`src/rtl/ts_udp_rx.sv`:
```
// ts_udp_rx: filters Ethernet/IPv4/UDP frames addressed to this node and
// emits the UDP payload as a 188/204-byte TS packet stream, one cycle
// behind the incoming bytes, with accepted/rejected frame counters.
module ts_udp_rx #(
  parameter int unsigned MAX_PKTS = 7
) (
  input  logic        clk,
  input  logic        rst,
  input  logic        enable,
  input  logic        len_188_204n,
  input  logic [47:0] i_MacLocal,
  input  logic [31:0] i_IpLocal,
  input  logic [15:0] i_PortLocal,
  input  logic        rx_dv,
  input  logic [7:0]  rx_data,
  output logic [7:0]  ts_data,
  output logic        ts_valid,
  output logic        ts_start,
  output logic        ts_end,
  output logic        ts_err,
  output logic [15:0] frame_ok_cnt,
  output logic [15:0] frame_drop_cnt
);

  localparam int unsigned IDX_W = 6;
  localparam int unsigned LEN_W = 16;
  localparam int unsigned K_W   = 8;

  localparam logic [LEN_W-1:0] MAX_P188 = LEN_W'(MAX_PKTS * 188);
  localparam logic [LEN_W-1:0] MAX_P204 = LEN_W'(MAX_PKTS * 204);

  localparam logic [2:0] S_IDLE = 3'd0;
  localparam logic [2:0] S_HDR  = 3'd1;
  localparam logic [2:0] S_PAY  = 3'd2;
  localparam logic [2:0] S_TAIL = 3'd3;
  localparam logic [2:0] S_DROP = 3'd4;
  localparam logic [2:0] S_SKIP = 3'd5;

  logic [2:0]       state, state_n;
  logic [IDX_W-1:0] idx, idx_n;
  logic             mac_loc, mac_loc_n, mac_loc_c;
  logic             mac_bc, mac_bc_n, mac_bc_c;
  logic             mac_mc, mac_mc_n, mac_mc_c;
  logic             len188, len188_n;
  logic [7:0]       len_hi, len_hi_n;
  logic [LEN_W-1:0] rem, rem_n;
  logic [K_W-1:0]   k, k_n, k_last;
  logic             part, part_n;
  logic [7:0]       mac_exp, mc_exp;
  logic [LEN_W-1:0] udp_len, pay_len, pay_max;
  logic             hdr_bad;
  logic [7:0]       ts_data_n;
  logic             ts_valid_n, ts_start_n, ts_end_n, ts_err_n;
  logic             ok_inc, drop_inc;

  assign k_last  = len188 ? K_W'(187) : K_W'(203);
  assign pay_max = len188 ? MAX_P188 : MAX_P204;

  // Header check for the byte on rx_data; idx is its frame position (0 in IDLE)
  always_comb begin
    mac_loc_c = (state == S_IDLE) ? 1'b1 : mac_loc;
    mac_bc_c  = (state == S_IDLE) ? 1'b1 : mac_bc;
    mac_mc_c  = (state == S_IDLE) ? 1'b1 : mac_mc;
    mac_exp   = 8'h00;
    mc_exp    = 8'h00;
    udp_len   = {len_hi, rx_data};
    pay_len   = udp_len - LEN_W'(8);
    hdr_bad   = 1'b0;
    case (idx)
      6'd0: begin mac_exp = i_MacLocal[47:40]; mc_exp = 8'h01; end
      6'd1: begin mac_exp = i_MacLocal[39:32]; mc_exp = 8'h00; end
      6'd2: begin mac_exp = i_MacLocal[31:24]; mc_exp = 8'h5E; end
      6'd3: mac_exp = i_MacLocal[23:16];
      6'd4: mac_exp = i_MacLocal[15:8];
      6'd5: mac_exp = i_MacLocal[7:0];
      6'd12: hdr_bad = (rx_data != 8'h08);
      6'd13: hdr_bad = (rx_data != 8'h00);
      6'd14: hdr_bad = (rx_data != 8'h45);
      6'd23: hdr_bad = (rx_data != 8'h11);
      6'd30: hdr_bad = (rx_data != i_IpLocal[31:24]);
      6'd31: hdr_bad = (rx_data != i_IpLocal[23:16]);
      6'd32: hdr_bad = (rx_data != i_IpLocal[15:8]);
      6'd33: hdr_bad = (rx_data != i_IpLocal[7:0]);
      6'd36: hdr_bad = (rx_data != i_PortLocal[15:8]);
      6'd37: hdr_bad = (rx_data != i_PortLocal[7:0]);
      6'd39: hdr_bad = (pay_len == LEN_W'(0)) || (pay_len > pay_max);
      default: ;
    endcase
    if (idx <= 6'd5) begin
      mac_loc_c = mac_loc_c & (rx_data == mac_exp);
      mac_bc_c  = mac_bc_c & (rx_data == 8'hFF);
      if (idx <= 6'd2) mac_mc_c = mac_mc_c & (rx_data == mc_exp);
      if (!(mac_loc_c || mac_bc_c || mac_mc_c)) hdr_bad = 1'b1;
    end
  end

  // Next-state, next-output and counter-event logic
  always_comb begin
    state_n    = state;
    idx_n      = '0;
    mac_loc_n  = mac_loc;
    mac_bc_n   = mac_bc;
    mac_mc_n   = mac_mc;
    len188_n   = len188;
    len_hi_n   = len_hi;
    rem_n      = rem;
    k_n        = k;
    part_n     = 1'b0;
    ts_data_n  = 8'h00;
    ts_valid_n = 1'b0;
    ts_start_n = 1'b0;
    ts_end_n   = 1'b0;
    ts_err_n   = part;
    ok_inc     = 1'b0;
    drop_inc   = 1'b0;
    case (state)
      S_IDLE: begin
        if (rx_dv) begin
          len188_n = len_188_204n;
          if (!enable || hdr_bad) begin
            state_n  = S_DROP;
            drop_inc = 1'b1;
          end else begin
            state_n   = S_HDR;
            idx_n     = 6'd1;
            mac_loc_n = mac_loc_c;
            mac_bc_n  = mac_bc_c;
            mac_mc_n  = mac_mc_c;
          end
        end
      end
      S_HDR: begin
        if (!rx_dv) begin
          state_n  = S_IDLE;
          drop_inc = 1'b1;
        end else if (hdr_bad) begin
          state_n  = S_DROP;
          drop_inc = 1'b1;
        end else begin
          idx_n     = idx + 6'd1;
          mac_loc_n = mac_loc_c;
          mac_bc_n  = mac_bc_c;
          mac_mc_n  = mac_mc_c;
          if (idx == 6'd38) len_hi_n = rx_data;
          if (idx == 6'd39) rem_n = pay_len;
          if (idx == 6'd41) begin
            state_n = S_PAY;
            k_n     = '0;
          end
        end
      end
      S_PAY: begin
        if (!rx_dv) begin
          state_n  = S_IDLE;
          drop_inc = 1'b1;
          ts_err_n = 1'b1;
        end else if (k == '0 && rx_data != 8'h47) begin
          state_n  = S_DROP;
          drop_inc = 1'b1;
          ts_err_n = 1'b1;
        end else begin
          ts_data_n  = rx_data;
          ts_valid_n = 1'b1;
          ts_start_n = (k == '0);
          ts_end_n   = (k == k_last);
          k_n        = (k == k_last) ? '0 : k + K_W'(1);
          rem_n      = rem - LEN_W'(1);
          if (rem == LEN_W'(1)) begin
            state_n = S_TAIL;
            ok_inc  = 1'b1;
            part_n  = (k != k_last);
          end
        end
      end
      S_TAIL, S_DROP, S_SKIP: begin
        if (!rx_dv) state_n = S_IDLE;
      end
      default: state_n = S_IDLE;
    endcase
  end

  // State, datapath and output registers with saturating frame counters
  always_ff @(posedge clk) begin
    if (rst) begin
      state          <= rx_dv ? S_SKIP : S_IDLE;
      idx            <= '0;
      mac_loc        <= 1'b0;
      mac_bc         <= 1'b0;
      mac_mc         <= 1'b0;
      len188         <= 1'b0;
      len_hi         <= 8'h00;
      rem            <= '0;
      k              <= '0;
      part           <= 1'b0;
      ts_data        <= 8'h00;
      ts_valid       <= 1'b0;
      ts_start       <= 1'b0;
      ts_end         <= 1'b0;
      ts_err         <= 1'b0;
      frame_ok_cnt   <= 16'h0000;
      frame_drop_cnt <= 16'h0000;
    end else begin
      state    <= state_n;
      idx      <= idx_n;
      mac_loc  <= mac_loc_n;
      mac_bc   <= mac_bc_n;
      mac_mc   <= mac_mc_n;
      len188   <= len188_n;
      len_hi   <= len_hi_n;
      rem      <= rem_n;
      k        <= k_n;
      part     <= part_n;
      ts_data  <= ts_data_n;
      ts_valid <= ts_valid_n;
      ts_start <= ts_start_n;
      ts_end   <= ts_end_n;
      ts_err   <= ts_err_n;
      if (ok_inc && frame_ok_cnt != 16'hFFFF) frame_ok_cnt <= frame_ok_cnt + 16'd1;
      if (drop_inc && frame_drop_cnt != 16'hFFFF) frame_drop_cnt <= frame_drop_cnt + 16'd1;
    end
  end

endmodule

```
`config.mk`:
```
export PLATFORM = sky130hd
export DESIGN_NAME = ts_udp_rx
export DESIGN_NICKNAME = d
export VERILOG_FILES = /design/src/rtl/ts_udp_rx.sv
export SDC_FILE = /design/constraint.sdc
export NUM_CORES = 1
export LEC_CHECK = 0
export CELL_PAD_IN_SITES_DETAIL_PLACEMENT = 1
export CELL_PAD_IN_SITES_GLOBAL_PLACEMENT = 2
export CORE_MARGIN = 10
export CORE_UTILIZATION = 29
export CTS_CLUSTER_DIAMETER = 30
export DETAILED_ROUTE_END_ITERATION = 8
export PLACE_DENSITY_LB_ADDON = 0.1
export SLEW_MARGIN = 20
export SYNTH_ARGS = -nofsm -noshare
export SYNTH_HDL_FRONTEND = slang
export SYNTH_SLANG_ARGS = --single-unit
```
`constraint.sdc`:
```
create_clock -name clk -period 5 [get_ports clk]
set_input_delay 1 -clock clk [delete_from_list [all_inputs] [get_ports clk]]
set_output_delay 1 -clock clk [all_outputs]
set_load 0.005 [all_outputs]
```
After elaboration in Yosys (flattened, before gate mapping)
Cells that the tools add are included.
{"block": "totals", "regBits": 90, "latch_bits": 0, "ram_bits": 0, "romBits": 0, "out_inout_bits": 44, "memories": 0}
{"block": "classes", "n_addsub": 6, "mul": 0, "n_div": 0, "order_cmp": 3, "eq_ne": 53, "shifts": 0, "n_mux": 75, "bitwise": 7, "reduce_logical": 25}
{"cell": "$mux 16", "count": 5}
{"cell": "$mux 8", "count": 7}
{"cell": "$ne 8x8->1", "count": 7}
{"cell": "$pmux 8 s6", "count": 1}
{"cell": "$eq 6x6->1 const B", "count": 7}
{"cell": "$mux 1", "count": 38}
{"cell": "$mux 3", "count": 11}
{"cell": "$add 16x1->16 const B", "count": 2}
{"cell": "$ne 16x16->1 const B", "count": 2}
{"cell": "$pmux 16 s2", "count": 1}
{"cell": "$eq 8x8->1", "count": 3}
{"cell": "$eq 6x4->1 const B", "count": 3}
{"cell": "$eq 6x5->1 const B", "count": 3}
{"cell": "$eq 16x1->1 const B", "count": 1}
{"cell": "$gt 16x11->1", "count": 1}
{"cell": "$logic_not 16->1", "count": 1}
{"cell": "$ne 2x2->1 const B", "count": 8}
{"cell": "$ne 8x7->1 const B", "count": 2}
{"cell": "$pmux 8 s2", "count": 1}
{"cell": "$sub 16x1->16 const B", "count": 1}
{"cell": "$sub 16x4->16 const B", "count": 1}
{"cell": "$pmux 7 s2", "count": 1}
{"cell": "$eq 6x2->1 const B", "count": 2}
{"cell": "$eq 6x3->1 const B", "count": 2}
{"cell": "other kinds (37)", "count": 58}

Logic depth before layout (Yosys ltp)
Gate-level depths: netlist (run 1).
{"block": "logic_depth", "word_depth": 14, "ltp_mapped": 16, "depth_no_buf": 14}

Least setup slack after synthesis (run 1)
Ideal clock, no wire load.
{"block": "synth_timing", "path_type": "input port to flip-flop", "from": "input rx_data[3]", "to": "register state[0], enable pin", "setup_time_ns": 0.251, "arrival_ns": 4.005, "required_time_ns": 4.749, "path_slack_ns": 0.743, "cell_stages": 15, "cell_sequence": "buf_2 -> inv_1 -> ha_1 -> nor3b_1 -> xor2_1 -> ha_1 -> nand2_1 -> nor4_1 -> o41ai_1 -> a211o_1 -> a31oi_1 -> nand3_1 -> nor2_1 -> nand3_1 -> o221a_2"}
{"block": "synth_between", "elab_chain_cells": 9, "word_cells_on_any_way": 32, "cone_classes": "1 x add/sub; 1 x order compare; 15 x eq/ne; 5 x mux; 3 x bitwise; 7 x reduce/logical"}
{"element": "start, declared", "line": "15", "source": "input logic [7:0] rx_data,"}
{"element": "branches (longest 8 deep; another with $sub 16x4->16)"}
{"element": "$reduce_and 4->1 (no line) *"}
{"element": "end signal, assigned", "line": "185", "source": "state <= rx_dv ? S_SKIP : S_IDLE;"}
{"element": "end signal, assigned", "line": "203", "source": "state <= state_n;"}
{"element": "end, declared", "line": "39", "source": "logic [2:0] state, state_n;"}
Every way passes the cells marked *. The select of a mux whose other input is x is not followed.
A chain may end at the register's enable or synchronous reset.

Worst setup path after layout (run 1)
Ends and elaborated chain as after synthesis.

==> results.txt, run 1 <==
* Max Slew Vio Count: 0
- # setup viols final: 0
* Total wire length: 25300 µm
* Top library cells by usage in the layout, fill and taps aside: clkdlybuf4s50_1, dfxtp_1, nor2_1
* Buffer cell driving the clock tree root: clkbuf_16
- Number of DRC markers after the initial detailed-route iteration: 285
* Headroom to the max-slew limit: 34.2%
- Row generation in the floorplan step produced 54 rows.
- I/O pin count: 153
- The clock passes through at most 2 buffers.
* Clock latency at the later pin of the worst-skew pair: ~0.35 ns
- The analysis attributes to cell leakage a power of approximately 3.2 nW.
- Among cell families on the critical path, the largest total delay comes from compound AO/OA/AOI/OAI gates.
* Dominant register cell in the synthesized netlist: dfxtp_1
- Setup fix buffers added after clock tree synthesis: 0
- Total global routing overflow: 0
* Average detailed-routed wire length per instance: roughly 20 µm
- Across the VDD grid, the largest voltage drop is around 0.16 mV.
* Number of cells produced by synthesis: 802
* Layout filler cell count: about 2600
* Type of destination of the critical path: flop
- In the final design database the tool counted ~1100 nets.
- At the pin with the least slew margin, the transition time is about 1 ns.
- Critical path buffers and inverters: 2
- TritonCTS built the clock tree.
- In the routed design, unresolved DRC markers number 0.
- For this run, the number of Yosys warnings is 0.
- After floorplanning, the core was sized to cover 21700 µm².
- Fmax: 0.218 GHz
- Power density of the placed cells: 206 nW/µm²
- Initial cell density of the core: roughly 29%
- Post-synth EDFFs: 3
- For the worst setup path, the data required time is slightly above 5 ns.
* Highest-delay cell along the critical path: clkdlybuf4s50_1
- Entering global routing, the biggest net connects 72 pins.
- STA puts the critical path data arrival time at approximately 4.7 ns.
* CTS resizes: 0
- Floorplan die height: 168 µm
* Type of element launching the critical path: input port
* Unrepaired setup endpoints after global routing: no
- Sequential cells were found to cover between 20% and 30% of the synthesized design area.
- Timing analysis after detailed placement gives a worst setup slack of 0.0695 ns.
* DR vias: between 6000 and 7000
* ANT cells: 0
- After detailed routing, the number of vias per cell comes to 5.40.
- For this run, asynchronously set or reset flops after synthesis account for 0%.
- Largest incremental delay on the critical path: 0.43 ns
- Startpoint-to-endpoint class of the critical path: input port to flop
* DP HPWL: 19500 µm
- The H-tree was split into 3 levels.
- The number of failing hold endpoints at the final stage was 0.
* Number of buffers inserted during clock tree synthesis: 9
- Clock edge transition at the registers on the reported setup and hold paths: 0.07 ns
- Buffers placed on the I/O ports in this run total around 150.
- Max Cap Violations: 0
- Across every metal layer, demand over resource in global routing totals between 15 and 20%.
- Dividing the synthesized area by the synthesized cell count gives approximately 7.9 µm².
- Global-route wire length before repair: 40200 µm
- Vias in the first global route: around 7000
- Register bit count reported by yosys: 90
- Number of antenna violations at the first check in global routing: 0
* Share of layout cells above drive strength 1: between 8 and 9%
- The path class of the tightest hold or removal check is flop to flop.
- Post-synthesis instance area: 6350 µm²
- Along the worst path, the maximum fanout reaches 7.
* Placer's final routability congestion estimate: 0.853
* Post-detailed-route count of antenna-violating nets: 0
- Crit path time final: roughly 4.6 ns
* Synthesis-to-finish area growth: 34.2%
- The clock net in this run drives a total of 90 sinks.
* Pre-antenna DRT Iters: 4
- Final-layout worst hold slack: 0.455 ns
* Count of cell types in the netlist: slightly above 80
- Synthesis produced a netlist with a net count of between 900 and 1000.
- The die is between 150 and 200 µm wide.
- Total of hold buffers inserted after clock tree synthesis: 0
- DIE AREA: ~28000 µm²
- Most frequent standard cell in the layout excluding fill and tap cells: clkdlybuf4s50_1
* Final TNS setup: 0 ns
- Worst path cell trace: clkdlybuf4s50_1 -> inv_1 -> ha_1 -> nor3b_1 -> xor2_1 -> ha_1 -> nand2_1 -> nor4_1 -> o41ai_1 -> a211o_1 -> a31oi_1 -> nand3_1 -> nor2_1 -> nand3_1 -> o221a_2
- After layout, the worst path uses 91.9% of the clock period.
* Final setup margin: 0.406 ns
- Worst Clk Skew: between 0.01 and 0.015 ns
* Outcome: completed
cell type report:
class | instances | area (µm²) | share of cell area (%)
clock inverters | 5 | 62.6 | 0.734
multi-input cells | 639 | 4190 | 49.2
inverters | 23 | 86.3 | 1.01
repair buffers | 185 | 1760 | 20.7
clock buffers | 11 | 233 | 2.73
flip-flops and latches | 90 | 1830 | 21.5
well taps | 280 | 350 | 4.11
worst reg2reg max path: stages, from the launching register on:
cell	delay, ns
dfxtp_1	0.35
inv_1	0.16
ha_1	0.33
nor3b_2	0.60
and2_1	0.30
a32oi_1	0.11
and3_1	0.23
or4_1	0.58
o31ai_4	0.39
nand3_1	0.22
nor2_1	0.19
nand3_1	0.12
o221a_2	0.34
stage by stage:
| stage | area (µm²) | total power (W) | std cells | utilization (%) |
|---|---|---|---|---|
| 2_1_floorplan | 6350 | 0.000906 | 802 | - |
| 3_3_place_gp | 8230 | 0.00107 | 1217 | 37.9 |
| 3_5_place_dp | 8230 | 0.00107 | 1217 | 37.9 |
| 4_1_cts | 8520 | 0.00179 | 1233 | 39.3 |
| 5_1_grt | 8520 | 0.00185 | 1233 | 39.3 |
| 6_report | 8520 | 0.00176 | 1233 | 39.3 |
registers in the layout, summed over array words and instances (netlist names), 3 cells and up:
name            count
frame_ok_cnt       16
ts_data             8
frame_drop_cnt     16
state               3
idx                 6
rem                16
k                   8
len_hi              8
synth_stat cells, types with 4 or more instances:
| cell | count | area (µm²) |
|---|---|---|
| a2111oi_0 | 4 | 35.0 |
| a211o_1 | 4 | 35.0 |
| a211oi_1 | 8 | 60.1 |
| a21o_1 | 5 | 37.5 |
| a21oi_1 | 48 | 240 |
| a22oi_1 | 8 | 60.1 |
| a31oi_1 | 8 | 50.1 |
| and2_1 | 15 | 93.8 |
| and3_1 | 46 | 288 |
| and3b_1 | 9 | 78.8 |
| and4_1 | 5 | 43.8 |
| buf_2 | 13 | 65.1 |
| clkbuf_1 | 29 | 109 |
| dfxtp_1 | 87 | 1740 |
| ha_1 | 15 | 188 |
| inv_1 | 21 | 78.8 |
| mux2i_1 | 22 | 220 |
| nand2_1 | 51 | 191 |
| nand2b_1 | 7 | 43.8 |
| nand3_1 | 53 | 265 |
| nand4_1 | 13 | 81.3 |
| nor2_1 | 84 | 315 |
| nor2b_1 | 9 | 56.3 |
| nor3_1 | 21 | 105 |
| nor3b_1 | 7 | 52.6 |
| nor4_1 | 10 | 62.6 |
| o2111ai_1 | 5 | 43.8 |
| o211ai_1 | 8 | 60.1 |
| o21a_1 | 4 | 30.0 |
| o21ai_0 | 21 | 105 |
| o31ai_1 | 5 | 37.5 |
| o32ai_1 | 12 | 105 |
| or3_1 | 15 | 93.8 |
| or4_1 | 9 | 67.6 |
| xnor2_1 | 20 | 175 |
| xor2_1 | 20 | 175 |
worst paths after layout:
check / startpoint / end / slack, ns / cells past startpoint
worst min register to register: part / ts_err / 0.45 / 2
worst max-delay path: rx_data[3] / state[0] / 0.41 / 15
worst min-delay path: part / ts_err / 0.45 / 2
worst max register to register: idx[1] / state[0] / 0.84 / 12
layer usage:
metal  track usage, %  vias to the layer above  wire length [µm]
met2             29.7                      126             12200
li1                 -                     3279                 -
met4             2.80                        0               218
met1             22.0                     3234             11800
met5                0                        -                 0
met3             3.82                       16              1140
kinds of logic after synthesis:
logic type      after synthesis  share of synthesized area, %
fa+ha+maj                    15                          2.96
xor+xnor                     40                          5.52
mux                          25                          4.00
buf+inv                      73                          5.10
flops                        90                          28.8
compound gates              176                          19.9
simple gates                383                          33.7
power by group:
part           internal [W]  switching, W  total, W
Clock              0.000391      0.000311  0.000702
Combinational      0.000156      0.000151  0.000307
Sequential         0.000732     0.0000169  0.000749
(Power assumes the default switching activity.)
==> run 2, diff against run 1 <==
- GPL_ROUTABILITY_DRIVEN: not set -> 0
==> results of run 2 <==
The final DEF is identical to that of run 1; final timing and power are the same.
==> run 3, diff against run 2 <==
- clock period: 5 -> 4.3 ns (I/O delays scaled with it)
==> run 3 against run 2 <==
  * Utilization up 1.1 points
  * Clock power rose by 12%
  * Total power rose by 16%
  * Largest power group unchanged
  * Design area increased by 2.8%
  * Routed wire length rose by 0.59%
  * Critical endpoint unchanged
  * Flip-flop and latch count is the same
==> results.txt, run 3 (same netlist as run 1, synthesis figures left out) <==
* Startpoint-to-endpoint class of the critical path: input port to flop
* Final Util: 40.4% (+1.1 points)
- Post-detailed-route count of antenna-violating nets: 0 (unchanged)
- TritonCTS clock tree: done
* Horizontal die dimension: 168 µm (unchanged)
- Worst path cell trace: clkdlybuf4s50_1 -> inv_1 -> ha_1 -> buf_4 -> xor2_1 -> ha_1 -> a2111oi_1 -> o41ai_1 -> a211o_1 -> a31oi_4 -> nand3_1 -> nor2_1 -> nand3_1 -> o221a_2
* Core region area: 21700 µm² (unchanged)
- The vertical die dimension was 168 µm (unchanged).
- Vias in the first global route: 7350 (+4.9%)
* Overall fraction of global-route tracks in use: 17.7% (+0.36 points)
- Worst voltage drop across the vdd grid: 0.164 mV (+0.51%)
- Initial cell density of the core: 29.3% (unchanged)
* Average detailed-routed wire length per instance: 20.2 µm (-1.6%)
- Largest net degree at the start of global routing: 71 (-1.4%)
- The worst clock skew is 0.0125 ns (+0.000578 ns).
* Fmax: between 0.2 and 0.25 GHz
- TritonCTS Sinks: 90 (unchanged)
* Number of buffers inserted during clock tree synthesis: 9 (unchanged)
- I/O pin count: 153 (unchanged)
- Clock tree synthesis selected as its root buffer the cell clkbuf_16.
- Total global routing overflow: 0 (unchanged)
- The number of design-rule violations left by the first detailed-router iteration came to 274 (-3.9%).
- The static leakage power was 3.37 nW (+4.6%).
- Power density of the placed cells: 232 nW/µm² (+12%)
- Clock edge transition at the registers on the reported setup and hold paths: 0.07 ns (about the same)
- Largest incremental delay on the critical path: 0.49 ns (+0.06 ns)
- Crit path time final: about 4 ns
- The worst setup path is captured at a flop.
- Final setup margin: 0.220 ns (-0.186 ns)
* Top library cells by usage in the layout, fill and taps aside: clkdlybuf4s50_1, dfxtp_1, nor2_1
- The per-cell via count in the routed design is 5.42 (+0.50%).
* Port-buffer cells: 152 (unchanged)
- Synthesis-to-finish area growth: 38.0%
- The number of buffers inserted by post-CTS setup repair is 0 (unchanged).
- Top Registers: frame_drop_cnt (16), frame_ok_cnt (16), rem (16)
* Crit path DAT: 4.19 ns (-0.51 ns)
* Outcome: completed
- The site row count is 54 (unchanged).
- Clock latency at the later pin of the worst-skew pair: 0.36 ns (about the same)
- Headroom to the max-slew limit: 44.3% (+10 points)
- Type of element launching the critical path: input port
* Critical path buffers and inverters: 3 (+1)
- The number of max-slew violations in the final report was 0 (unchanged).
* Share of layout cells above drive strength 1: 11.4% (+2.9 points)
- The required time at the endpoint of the critical path is 4.41 ns (-0.69 ns).
- Family of cells with the greatest summed delay on the critical path: compound AO/OA/AOI/OAI gates
* Nets@finish: 1099 (+2.5%)
- ANT cells: 0 (unchanged)
- Pre-antenna DRT Iters: 4 (unchanged)
- Leaving out fill and tap cells, the most frequent cell in the layout is clkdlybuf4s50_1.
- The post-cts sizing count came to 0 (unchanged).
* Worst setup slack after placement: -0.298 ns (-0.368 ns)
* Number of antenna violations at the first check in global routing: 0 (unchanged)
- The largest individual stage delay along the critical path comes from the cell clkdlybuf4s50_1.
* Max Buffers Root-to-Sink: 2 (unchanged)
- The number of failing hold endpoints at the final stage was 0 (unchanged).
- The die footprint is 28200 µm² (unchanged).
- H-tree depth: 3 (unchanged)
* Total wire length: 25500 µm (+0.59%)
- The via total after detailed routing was 6835 (+2.7%).
* Total of hold buffers inserted after clock tree synthesis: 0 (unchanged)
- After layout, the worst path uses a little over nine tenths of the clock period.
* Residual DRC count: 0 (unchanged)
* Max Cap Violations: 0 (unchanged)
- Worst Path Max Fanout: 3 (-4)
- Global-route wire length before repair: 41000 µm (+2.1%)
- Setup repair after global routing left no endpoint under its margin.
- Transition time at the pin with the least slew margin: 0.828 ns (-0.156 ns)
* # setup viols final: 0 (unchanged)
* DP HPWL: 19800 µm (+1.8%)
- Hold crit path type: flop to flop
[run 3: power by group]
group | total [W] | internal, W | switching, W
Combinational | 0.000375 | 0.000195 | 0.000180
Sequential | 0.000872 | 0.000852 | 0.0000208
Clock | 0.000784 | 0.000415 | 0.000370
[run 3: worst register-to-register path, cell delays in order, from the launching register on]
cell	delay [ns]
dfxtp_1	0.38
inv_1	0.14
ha_1	0.36
nor2b_1	0.26
and3_1	0.25
a2111oi_2	0.45
a21oi_1	0.13
or4_4	0.53
o31ai_4	0.40
nand3_1	0.17
nor2_1	0.19
nand3_1	0.14
o221a_2	0.33
[run 3: path summary, 6_finish.rpt]
check	start	end	slack (ns)	depth (start not counted)
setup reg to reg	idx[1]	state[0]	0.34	12
hold reg to reg	mac_loc	mac_loc	0.47	1
setup / recovery	rx_data[3]	state[0]	0.22	14
hold / removal	mac_loc	mac_loc	0.47	1
[run 3: routing by layer]
layer | routed length (µm) | GRT usage, % | share of wire, % | up-vias
li1 | - | - | - | 3322
met1 | 11900 | 22.4 | 47 | 3371
met2 | 12200 | 30.3 | 48 | 125
met3 | 1150 | 3.68 | 4.5 | 17
met4 | 202 | 3.44 | 0.79 | 0
met5 | 0 | 0 | 0 | -
[run 3: cell type report]
cell class              instances  area [µm²]
clock inverters                 6        47.5
fillers                      2605       12900
inverters                      23        86.3
clock buffers                  10         239
well taps                     280         350
flip-flops and latches         90        1830
multi-input cells             639        4220
repair buffers                212        1990
[run 3: stage by stage]
stage	area (µm²)	setup TNS (ns)	power (W)	cells	hold slack, ns
detailed placement	8450	-6.26	0.00126	1244	0.444
CTS	8740	0	0.00206	1260	0.474
global route	8760	0	0.00213	1260	0.503
finish	8760	0	0.00203	1260	0.470
floorplan	6350	0	0.00105	802	0.416
global placement	8450	-1.67	0.00125	1244	0.439
